[src/rtl/scan_ctrl4.sv]
// ============================================================================
// scan_ctrl4 : 4-digit display scan sequencer (mux select, anodes, snapshot)
// Optional macro SCAN_CTRL4_LZB_EN enables leading-zero blanking.
// Revision 1.0 - initial release
// ============================================================================
`default_nettype none

module scan_ctrl4 #(
    parameter int ANCHO = 4,
    parameter int DIV   = 50000,
    parameter int GUARD = 500,
    parameter int CW    = 16
) (
    input  logic             clk,
    input  logic             reset_n,
    input  logic             en,
    input  logic [ANCHO-1:0] d0,
    input  logic [ANCHO-1:0] d1,
    input  logic [ANCHO-1:0] d2,
    input  logic [ANCHO-1:0] d3,
    output logic [ANCHO-1:0] q0,
    output logic [ANCHO-1:0] q1,
    output logic [ANCHO-1:0] q2,
    output logic [ANCHO-1:0] q3,
    output logic [1:0]       sel,
    output logic [3:0]       an,
    output logic             frame_start
);

    localparam logic [CW-1:0] c_last     = CW'(DIV - 1);
    localparam logic [CW-1:0] c_guard_m1 = CW'(GUARD - 1);

    localparam logic [0:0] S_GUARD = 1'b0;
    localparam logic [0:0] S_SHOW  = 1'b1;

    logic [CW-1:0]    r_cnt;
    logic [1:0]       r_sel;
    logic [0:0]       r_state;
    logic [3:0]       r_an;
    logic             r_fs;
    logic             r_restart;
    logic [ANCHO-1:0] r_q0, r_q1, r_q2, r_q3;

    logic [CW-1:0]    w_cnt_next;
    logic [1:0]       w_sel_next;
    logic [0:0]       w_state_next;
    logic [3:0]       w_an_next;
    logic             w_wrap;
    logic             w_load;
    logic [3:0]       w_blank;
    logic [ANCHO-1:0] w_qn0, w_qn1, w_qn2, w_qn3;

    assign w_wrap = en && (r_cnt == c_last);

    // Snapshot on a slot-0 entry: normal wrap out of slot 3, or the first
    // enabled edge after reset / an enable drop while parked on slot 0.
    assign w_load = en && ((r_restart && (r_sel == 2'd0)) ||
                           (w_wrap && (r_sel == 2'd3)));

    assign w_cnt_next = (!en || w_wrap) ? {CW{1'b0}} : r_cnt + CW'(1);
    assign w_sel_next = w_wrap ? r_sel + 2'd1 : r_sel;

    assign w_qn0 = w_load ? d0 : r_q0;
    assign w_qn1 = w_load ? d1 : r_q1;
    assign w_qn2 = w_load ? d2 : r_q2;
    assign w_qn3 = w_load ? d3 : r_q3;

`ifdef SCAN_CTRL4_LZB_EN
    assign w_blank[3] = (w_qn3 == '0);
    assign w_blank[2] = w_blank[3] && (w_qn2 == '0);
    assign w_blank[1] = w_blank[2] && (w_qn1 == '0);
    assign w_blank[0] = 1'b0;
`else
    assign w_blank = 4'b0000;
`endif

    // State register
    always_ff @(posedge clk or negedge reset_n) begin
        if (!reset_n) begin
            r_state <= S_GUARD;
        end else begin
            r_state <= w_state_next;
        end
    end

    // Next-state logic
    always_comb begin
        w_state_next = r_state;
        if (!en || w_wrap) begin
            w_state_next = S_GUARD;
        end else if (r_cnt == c_guard_m1) begin
            w_state_next = S_SHOW;
        end
    end

    // Output logic: anode pattern for the coming cycle
    always_comb begin
        w_an_next = 4'b1111;
        if ((w_state_next == S_SHOW) && !w_blank[w_sel_next]) begin
            w_an_next[w_sel_next] = 1'b0;
        end
    end

    always_ff @(posedge clk or negedge reset_n) begin
        if (!reset_n) begin
            r_cnt     <= {CW{1'b0}};
            r_sel     <= 2'd0;
            r_an      <= 4'b1111;
            r_fs      <= 1'b0;
            r_restart <= 1'b1;
            r_q0      <= '0;
            r_q1      <= '0;
            r_q2      <= '0;
            r_q3      <= '0;
        end else begin
            r_cnt     <= w_cnt_next;
            r_sel     <= w_sel_next;
            r_an      <= w_an_next;
            r_fs      <= w_load;
            r_restart <= !en;
            r_q0      <= w_qn0;
            r_q1      <= w_qn1;
            r_q2      <= w_qn2;
            r_q3      <= w_qn3;
        end
    end

    assign q0          = r_q0;
    assign q1          = r_q1;
    assign q2          = r_q2;
    assign q3          = r_q3;
    assign sel         = r_sel;
    assign an          = r_an;
    assign frame_start = r_fs;

endmodule

`default_nettype wire

[config.mk]
export PLATFORM = sky130hd
export DESIGN_NAME = scan_ctrl4
export DESIGN_NICKNAME = d
export VERILOG_FILES = /design/src/rtl/scan_ctrl4.sv
export SDC_FILE = /design/constraint.sdc
export NUM_CORES = 1
export LEC_CHECK = 0
export BUFFER_PORTS_ARGS = -buffer_cell sky130_fd_sc_hd__buf_2
export CAP_MARGIN = 0
export CORE_UTILIZATION = 50
export DETAILED_ROUTE_END_ITERATION = 8
export HOLD_SLACK_MARGIN = 0.05
export PLACE_DENSITY = 0.75
export SETUP_SLACK_MARGIN = 0.2
export SYNTH_ARGS = -nofsm -noshare
export SYNTH_HDL_FRONTEND = slang
export SYNTH_SLANG_ARGS = --single-unit
[constraint.sdc]
create_clock -name clk -period 5.6 [get_ports clk]
set_clock_uncertainty 0.2 [all_clocks]
set_input_delay 0.84 -clock clk [delete_from_list [all_inputs] [get_ports clk]]
set_output_delay 0.84 -clock clk [all_outputs]
set_load 0.1 [all_outputs]
# After elaboration in Yosys (flattened, before gate mapping)
# Index checks and enable logic that the tools add are counted.
# W data, S select, Z words.
[totals] regBits=41 in_bits=19 output_inout_bits=23 word_cells=38
[classes] n_addsub=2 magnitude_cmp=2 n_eq_ne=3 n_mux=9 bitwise_logic=1 n_reduce_logical=11
[ops] op="$add A16 B1 Y16 const B" n=1
[ops] op="$eq A16 B16 Y1 const B" n=1
[ops] op="$eq A16 B9 Y1 const B" n=1
[ops] op="$mux W16" n=1
[ops] op="$logic_and A1 B1 Y1" n=6
[ops] op="$mux W1" n=4
[ops] op="$mux W4" n=1
[ops] op="$not A4 Y4" n=1
[ops] op="$lt A2 B3 Y1 const B" n=1
[ops] op="$add A2 B1 Y2 const B" n=1
[ops] op="$bmux W1 S2" n=1
[ops] op="$demux W1 S2" n=1
[ops] op="$eq A2 B2 Y1 const B" n=1
[ops] op="$ge A2 B1 Y1 const B" n=1
[ops] op="$logic_not A1 Y1" n=2
[ops] op="$logic_not A2 Y1" n=1
[ops] op="$logic_or A1 B1 Y1" n=2
[ops] op="$mux W2" n=1

# Logic depth before layout (Yosys ltp)
# Gate-level depths: netlist of the first run.
[logic_depth] depth_word=9 depth_mapped=6 depth_no_buf=6

# Least setup slack after synthesis of the first run
# No wires, ideal clock.
[synth_timing] kind="register to register" startpoint="reg r_sel[0], in the netlist sel[0]" endpoint="reg r_q0[0], in the netlist q0[0]" setup_ns=0.125 arrival_ns=2.304 t_required_ns=5.275 setup_slack_ns=2.971 path_stages_with_launch=6 path_buffers=1 synth_period_minus_slack_ns=2.629 cell_sequence="dfrtp_1 inv_1 ha_1 a32oi_4 buf_6 mux2_4"
[synth_via] elab_chain_len=4 elab_cells_between_ends=6
[synth_rtl] element="start: declaration" line="37" text="logic [1:0] r_sel;"
[synth_rtl] element="start signal: assignment" line="117" text="r_sel <= w_sel_next;"
[synth_rtl] element="$eq A2 B2 Y1 / $logic_not A2 Y1 (equally long branches)" line="58, 57"
[synth_rtl] element="$logic_and A1 B1 Y1 (on tied branches)" line="58, 57"
[synth_rtl] element="$logic_or A1 B1 Y1 (*)" line="57" text="assign w_load = en && ((r_restart && (r_sel == 2'd0)) ||"
[synth_rtl] element="$logic_and A1 B1 Y1 (*)" line="57"
[synth_rtl] element="end signal: assignment" line="121" text="r_q0 <= w_qn0;"
[synth_rtl] element="end: declaration" line="42" text="logic [ANCHO-1:0] r_q0, r_q1, r_q2, r_q3;"
# Every way passes the cells marked *; elsewhere a longest branch is shown, timed or not.
# A chain may end at the register's enable or synchronous reset.

# Worst setup path in the final report of the first run
[layout_timing] startpoint="reg r_cnt[4]" endpoint="reg r_an[2], in the netlist an[2]"
[layout_via] elab_cells_between_ends=18
[layout_lines] element="start: declaration" line="36" text="logic [CW-1:0] r_cnt;"
[layout_lines] element="start signal: assignment" line="106" text="r_cnt <= {CW{1'b0}};"
[layout_lines] element="start signal: assignment" line="116" text="r_cnt <= w_cnt_next;"
[layout_lines] element="$eq A16 B16 Y1" line="53" text="assign w_wrap = en && (r_cnt == c_last);"
[layout_lines] element="$logic_and A1 B1 Y1" line="53"
[layout_lines] element="$logic_or A1 B1 Y1" line="89" text="if (!en || w_wrap) begin"
[layout_lines] element="$mux W1 (*)" line="89"
[layout_lines] element="net w_state_next" line="46" text="logic [0:0] w_state_next;"
[layout_lines] element="$logic_and A1 B1 Y1 (*)" line="99" text="if ((w_state_next == S_SHOW) && !w_blank[w_sel_next]) begin"
[layout_lines] element="$mux W4 (*)" line="99"
[layout_lines] element="net w_an_next[2]" line="47" text="logic [3:0] w_an_next;"
[layout_lines] element="end signal: assignment" line="118" text="r_an <= w_an_next;"
[layout_lines] element="end: declaration" line="39" text="logic [3:0] r_an;"
# The timed path passes the listed nets; every way through them passes the cells marked *. The select of a mux whose other input is x is not followed.

==> impl_metrics.json, run 1 <==
{
  "tritoncts_clock_tree": "yes",
  "wl_um": 3210,
  "start_util_pct": 53.2,
  "clock_buffers_created_by_tritoncts": 5,
  "worstPathMaxFanout": 9,
  "syn_area_per_cell_um2": 13.0,
  "finalCritPeriodShare_pct": 46.5,
  "finalHoldViolCount": 0,
  "dieWidth_um": 62.3,
  "route.detailed.vias_per_inst": 5.13,
  "clk_root_buffer_cell": "sky130_fd_sc_hd__clkbuf_4",
  "status": "finished, final reports clean",
  "max_stage_delay_ns": 0.78,
  "tightestPinTransition_ns": 0.863,
  "critPathSlowestCell": "sky130_fd_sc_hd__o41ai_2",
  "wire_length_of_the_first_global_routing_pass_um": 5690,
  "n_fill_cell": 291,
  "worstSetupEndpointType": "flop",
  "postLayoutCoreUtil_pct": 62.7,
  "rsz_0062_raised_after_global_routing": "no",
  "timing.hold.worst.class": "flop to flop",
  "die_area_mm2": 0.00388,
  "cap_viol_max_count": 0,
  "die_y_um": 62.3,
  "p_per_area_mw_per_mm2": 241,
  "cts-resized-gates": 0,
  "grt_overflow": 0,
  "cts_setup_buffers": 0,
  "synthCells": 140,
  "clk_latency_ns": 0.34,
  "worstPathArrival_ns": 2.68,
  "coreArea_mm2": 0.00342,
  "post_cts_hold_buffer_count": 0,
  "buffer_ports.inserted": 41,
  "gr-usage-all-layers_pct": 19.1,
  "seq_area_mm2": 0.00103,
  "worstPathCellList": "or4b_4 -> o41ai_2 -> buf_4 -> nor2_1 -> nand3_1",
  "synthArstFlopShare_pct": 100,
  "htree_num_levels": 2,
  "drt_first_iter_violations": 16,
  "io_pins": 42,
  "synth.yosys.warnings": 0,
  "cts.sink_count": 41,
  "clk_pin_slew_ns": 0.12,
  "synthDistinctLibCells": 27,
  "synth_sequential_area_ratio_pct": 56.8,
  "fmax_mhz": 384,
  "synth_fp_nets": 162,
  "multi_input_area_um2": 733,
  "clock_tree.buffer_depth": 2,
  "synth_most_common_cell": "sky130_fd_sc_hd__dfrtp_1",
  "grt_pass1_vias": 1242,
  "critical_setup_path_class": "flop to flop",
  "routabilityCongestion": 0.791,
  "insertedDiodeCount": 0,
  "drtPass1Iterations": 4,
  "max_slew_violations": 0,
  "route.detailed.wl_per_inst_um": 13.9,
  "drt_drc_violations_left": 0,
  "yosys-top-cells-area": "sky130_fd_sc_hd__dfrtp_1, sky130_fd_sc_hd__mux2_4, sky130_fd_sc_hd__dfstp_2",
  "synthTopCellsByCount": "sky130_fd_sc_hd__dfrtp_1, sky130_fd_sc_hd__nor2_1, sky130_fd_sc_hd__xor2_1",
  "maxSlewHeadroom_pct": 42.5,
  "cp_data_required_time_ns": 5.68,
  "ant_nets": 0,
  "design_power_total_mw": 0.517,
  "synth_area_mm2": 0.00182,
  "rows": 21,
  "net_count_final": 205,
  "area_growth_syn_to_layout_pct": 17.9,
  "static_leakage_nw": 1.11,
  "final_layout_size_suffix_gt1_share_pct": 39.1,
  "synth_top_flop_cell": "sky130_fd_sc_hd__dfrtp_1",
  "layout_min_cycle_time_ns": 2.60,
  "yosys.area.top_type_share_pct": 49.6,
  "vdd.ir_drop.worst_mv": 0.160,
  "timing.setup.tns_ns": 0,
  "critPathLaunchType": "flop",
  "vias": 1181,
  "report.final.setup_viol": 0,
  "grt_start_max_net_pins": 42,
  "ys_ff_latch": 41,
  "sum_of_net_half_perimeters_after_detailed_placement_um": 2280,
  "yosys.area.top_type": "sky130_fd_sc_hd__dfrtp_1",
  "synth-edff-count": 0,
  "initial_antenna_violation_count": 0
}
[through the flow]
stage | hold slack (ns) | cell area [µm²] | setup WS, ns | instances
after detailed placement | 0.283 | 2060 | 3.02 | 222
after global routing | 0.324 | 2140 | 2.80 | 230
after CTS | 0.304 | 2140 | 2.99 | 230
after floorplan | 0.248 | 1820 | 2.97 | 140
after global placement | 0.264 | 2060 | 3.09 | 222
final | 0.302 | 2140 | 3.00 | 230
[registers in the layout (all words and copies together) (netlist names), 2 cells and up]
name / cells
an: 4
q0: 4
q1: 4
q2: 4
q3: 4
r_cnt: 16
sel: 2
[path summary, 6_finish.rpt]
check                               from   endpoint  slack [ns]  depth (start not counted)
worst min-delay path            r_cnt[0]   r_cnt[0]        0.30                          1
max in group asynchronous        reset_n    r_state        4.25                          1
worst min register to register  r_cnt[0]   r_cnt[0]        0.30                          1
min in group asynchronous        reset_n  r_cnt[13]        0.40                          1
worst max-delay path            r_cnt[4]      an[2]        3.00                          5
worst max register to register  r_cnt[4]      an[2]        3.00                          5
[cell usage in the layout, fill, tap and decap left out]
master                      count
sky130_fd_sc_hd__buf_2         41
sky130_fd_sc_hd__dfrtp_1       36
sky130_fd_sc_hd__nor2_1        17
sky130_fd_sc_hd__xor2_1        12
sky130_fd_sc_hd__nand3_1        9
sky130_fd_sc_hd__mux2_4         9
sky130_fd_sc_hd__nand4_1        8
sky130_fd_sc_hd__inv_1          6
sky130_fd_sc_hd__dfstp_2        5
sky130_fd_sc_hd__clkbuf_4       5
sky130_fd_sc_hd__and4_1         4
sky130_fd_sc_hd__mux2_2         4
sky130_fd_sc_hd__xnor2_1        3
sky130_fd_sc_hd__mux2_1         3
sky130_fd_sc_hd__ha_1           3
sky130_fd_sc_hd__nor4_1         2
sky130_fd_sc_hd__and3_1         2
sky130_fd_sc_hd__nand2_1        2
sky130_fd_sc_hd__or4_4          1
sky130_fd_sc_hd__or4b_4         1
sky130_fd_sc_hd__nor4_4         1
sky130_fd_sc_hd__mux2i_1        1
sky130_fd_sc_hd__o41ai_2        1
sky130_fd_sc_hd__and3b_1        1
sky130_fd_sc_hd__a41oi_1        1
sky130_fd_sc_hd__and2_1         1
sky130_fd_sc_hd__a32oi_4        1
sky130_fd_sc_hd__clkbuf_1       1
sky130_fd_sc_hd__bufinv_16      1
sky130_fd_sc_hd__clkbuf_8       1
sky130_fd_sc_hd__buf_4          1
[worst max-delay path: cells and delay by family, from the launching register on]
kind | cells | cell delay (ns)
buffers and inverters | 1 | 0.29
AOI/OAI and AO/OA | 1 | 0.78
DFF | 1 | 0.46
and+or+nand+nor | 3 | 0.82
[layer usage]
| metal | part of all wire, % | global-route usage (%) |
|---|---|---|
| met1 | 45 | 23.2 |
| met2 | 51 | 32.1 |
| met3 | 3.3 | 5.15 |
| met4 | 0.97 | 7.85 |
| met5 | 0 | 0 |
[power by group]
group | switching (mW) | internal (mW)
sequential | 0.00229 | 0.299
combinational | 0.0115 | 0.00731
clock | 0.0907 | 0.107
[cell type report]
cell class | instances | share of cell area [%]
clock buffers | 7 | 2.57
multi-input cells | 87 | 34.2
inverters | 6 | 1.05
clock inverters | 1 | 1.40
repair buffers | 42 | 9.92
well taps | 46 | 2.69
flip-flops and latches | 41 | 48.2
[kinds of logic (layout without fill, tap and decap cells)]
kind of cell	after synthesis	count (layout)	synth area share, %
multiplexers	17	17	12.3
adder cells (fa/ha/maj)	3	3	2.06
AO/OA/AOI/OAI	3	3	2.89
flip-flops	41	41	56.8
buffers and inverters	12	56	2.89
XOR/XNOR	15	15	7.23
AND/OR/NAND/NOR	49	49	15.8
Power figures use the tool's default switching activity.
==> run 2: changes to the inputs <==
==> constraint.sdc (replaced) <==
create_clock -name clk -period 2.55 [get_ports clk]
set_clock_uncertainty 0.2 [all_clocks]
set_input_delay 0.3825 -clock clk [delete_from_list [all_inputs] [get_ports clk]]
set_output_delay 0.3825 -clock clk [all_outputs]
set_load 0.1 [all_outputs]
==> run 2 against run 1 <==
  * Clock power rose by 59%
  * Design area rose by 9.6%
  * Global-route usage rose by 2.3 points
  * First-iteration DRC count rose by 140%
  * Critical path depth did not move
  * Clock-buffer cell count fell by 2
  * Final cell count rose by 10%
  * Sequential power rose by 120%
  * Largest cell class unchanged
==> impl_metrics.json, run 2 (synthesis results as in run 1) <==
{
  "clk_root_buffer_cell": "sky130_fd_sc_hd__clkbuf_4",
  "clkPwrFrac_pct": 30.3,
  "critPathLaunch": "r_cnt[5]",
  "route.detailed.wl_per_inst_um": 16.0,
  "net_count_final": 228,
  "crit-reg2reg-capture": "q2[2]",
  "cap_viol_max_count": 0,
  "worstRegToRegCells": 5,
  "critical_setup_path_class": "flop to flop",
  "buffer_ports.inserted": 41,
  "critPathLaunchType": "flop",
  "ant_nets": 0,
  "timing.hold.worst.class": "primary input to flop",
  "die_area_mm2": 0.00388,
  "cts.sink_count": 41,
  "wl_um": 4050,
  "wire_length_of_the_first_global_routing_pass_um": 6400,
  "max_slew_violations": 0,
  "sum_of_net_half_perimeters_after_detailed_placement_um": 2440,
  "htree_num_levels": 2,
  "finalHoldViolCount": 0,
  "timing.setup.tns_ns": 0,
  "maxSlewHeadroom_pct": 41.6,
  "routabilityCongestion": 0.787,
  "largest_reg_flops": 16,
  "fmax_mhz": 436,
  "clock_tree.buffer_depth": 2,
  "power.share.switching_pct": 23.8,
  "worst_hold_slack_ns": 0.0657,
  "register_with_the_most_flip_flops": "r_cnt",
  "worst_reg_to_reg_setup_slack_ns": 0.26,
  "layout_min_cycle_time_ns": 2.29,
  "final_layout_size_suffix_gt1_share_pct": 44.0,
  "rsz_0062_raised_after_global_routing": "yes",
  "ff_to_ff_start": "r_cnt[5]",
  "clk_latency_ns": 0.35,
  "io_pins": 42,
  "p_sw_mw": 0.246,
  "die_y_um": 62.3,
  "drt_first_iter_violations": 38,
  "vdd.ir_drop.worst_mv": 0.400,
  "clk_pin_slew_ns": 0.12,
  "clock_buffers_created_by_tritoncts": 5,
  "coreArea_mm2": 0.00342,
  "tightestPinTransition_ns": 0.876,
  "detailed_place.area_mm2": 0.00208,
  "drt_drc_violations_left": 0,
  "worstHoldPathCells": 2,
  "worstSetupEndpoint": "q2[2]",
  "initial_antenna_violation_count": 0,
  "status": "finished, final reports clean",
  "stdcell_area_mm2": 0.00235,
  "gr-usage-all-layers_pct": 21.4,
  "report.final.setup_viol": 0,
  "worstPathMaxFanout": 9,
  "grt_start_max_net_pins": 42,
  "route.detailed.vias_per_inst": 5.24,
  "worstSetupEndpointType": "flop",
  "mostFrequentLayoutCells": "sky130_fd_sc_hd__buf_2, sky130_fd_sc_hd__dfrtp_1, sky130_fd_sc_hd__nor2_1, sky130_fd_sc_hd__xor2_1, sky130_fd_sc_hd__dlygate4sd3_1",
  "final_common_cell": "sky130_fd_sc_hd__buf_2",
  "drtPass1Iterations": 4,
  "insertedDiodeCount": 0,
  "seq_power_share_pct": 64.0,
  "vias": 1325,
  "static_leakage_nw": 1.21,
  "p_int_mw": 0.789,
  "finalCritPeriodShare_pct": 89.9,
  "worstPathArrival_ns": 2.33,
  "start_util_pct": 53.2,
  "area_growth_syn_to_layout_pct": 29.2,
  "rows": 21,
  "dieWidth_um": 62.3,
  "tritoncts_clock_tree": "yes",
  "grt_pass1_vias": 1311,
  "cp_data_required_time_ns": 2.59,
  "grt_overflow": 0,
  "power_frac_comb_pct": 5.7,
  "n_fill_cell": 247,
  "p_per_area_mw_per_mm2": 441
}
## run 2: changes by cell type in the layout (fill, tap and decap cells not counted), moves of 2 or more
cell                            change
sky130_fd_sc_hd__dlygate4sd3_1     +12
sky130_fd_sc_hd__buf_4             +10
sky130_fd_sc_hd__mux2_1             -2
sky130_fd_sc_hd__dfrtp_2            +3
sky130_fd_sc_hd__dfrtp_1            -3
sky130_fd_sc_hd__mux2_4             +2
sky130_fd_sc_hd__clkinv_2           +2
## run 2: cell type report
class	instances	area, µm²	area share (%)
clock buffer	5	37.5	1.60
clock inverter	3	17.5	0.746
inverter	6	22.5	0.959
multi-input combinational	88	769	32.8
sequential	41	1040	44.1
tap	46	57.6	2.45
timing repair buffer	64	408	17.4
## run 2: per-layer routing
layer,vias to the layer above,track usage (%),share of wire [%],wire length (µm)
li1,622,-,-,-
met3,16,5.33,4.5,182
met1,629,26.3,42,1710
met4,0,9.01,2.3,94
met5,-,0,0,0
met2,58,35.9,51,2060
## run 2: critical path: stages, from the launching register on
cell and delay [ns]:
sky130_fd_sc_hd__dfrtp_1 0.45, sky130_fd_sc_hd__or4b_4 0.57, sky130_fd_sc_hd__nor4_4 0.25, sky130_fd_sc_hd__buf_4 0.18
sky130_fd_sc_hd__a32oi_4 0.14, sky130_fd_sc_hd__mux2_1 0.39
## run 2: through the flow
| stage | total power, mW | worst slack [ns] | instances | utilization (%) |
|---|---|---|---|---|
| after floorplan | 0.684 | 0.245 | 140 | - |
| after global placement | 0.714 | 0.244 | 224 | 60.8 |
| after detailed placement | 0.716 | 0.179 | 224 | 60.8 |
| after CTS | 1.05 | 0.213 | 245 | 66.4 |
| after global routing | 1.08 | 0.171 | 253 | 68.8 |
| final | 1.03 | 0.257 | 253 | 68.8 |
## run 2: what timing repair did
| action | 4_1_cts | 5_1_grt |
|---|---|---|
| buffers inserted | 1 | 7 |
| endpoints found under the setup margin | 7 | 21 |
| gates cloned | 1 | 0 |
| pin swaps | 2 | 3 |
| hold endpoints to repair | 46 | 1 |
| gates resized for setup | 1 | 5 |
| hold buffers | 11 | 1 |
## run 2: how the worst min path moves through the flow
stage | slack, ns | to | start
global route | 0.05 | q2[3] | d2[3]
global placement | 0.26 | r_cnt[0] | r_cnt[0]
floorplan | -0.11 | frame_start | reset_n
finish | 0.07 | q2[3] | d2[3]
detailed placement | 0.27 | r_cnt[0] | r_cnt[0]
CTS | 0.05 | q2[0] | d2[0]
## run 2: power groups by stage
stage	clock network [mW]	logic, mW	registers (mW)
finish	0.314	0.0592	0.662
global route	0.351	0.0656	0.662
CTS	0.329	0.0567	0.661
detailed placement	0	0.0433	0.673
global placement	0	0.0417	0.673
floorplan	0	0.0136	0.671
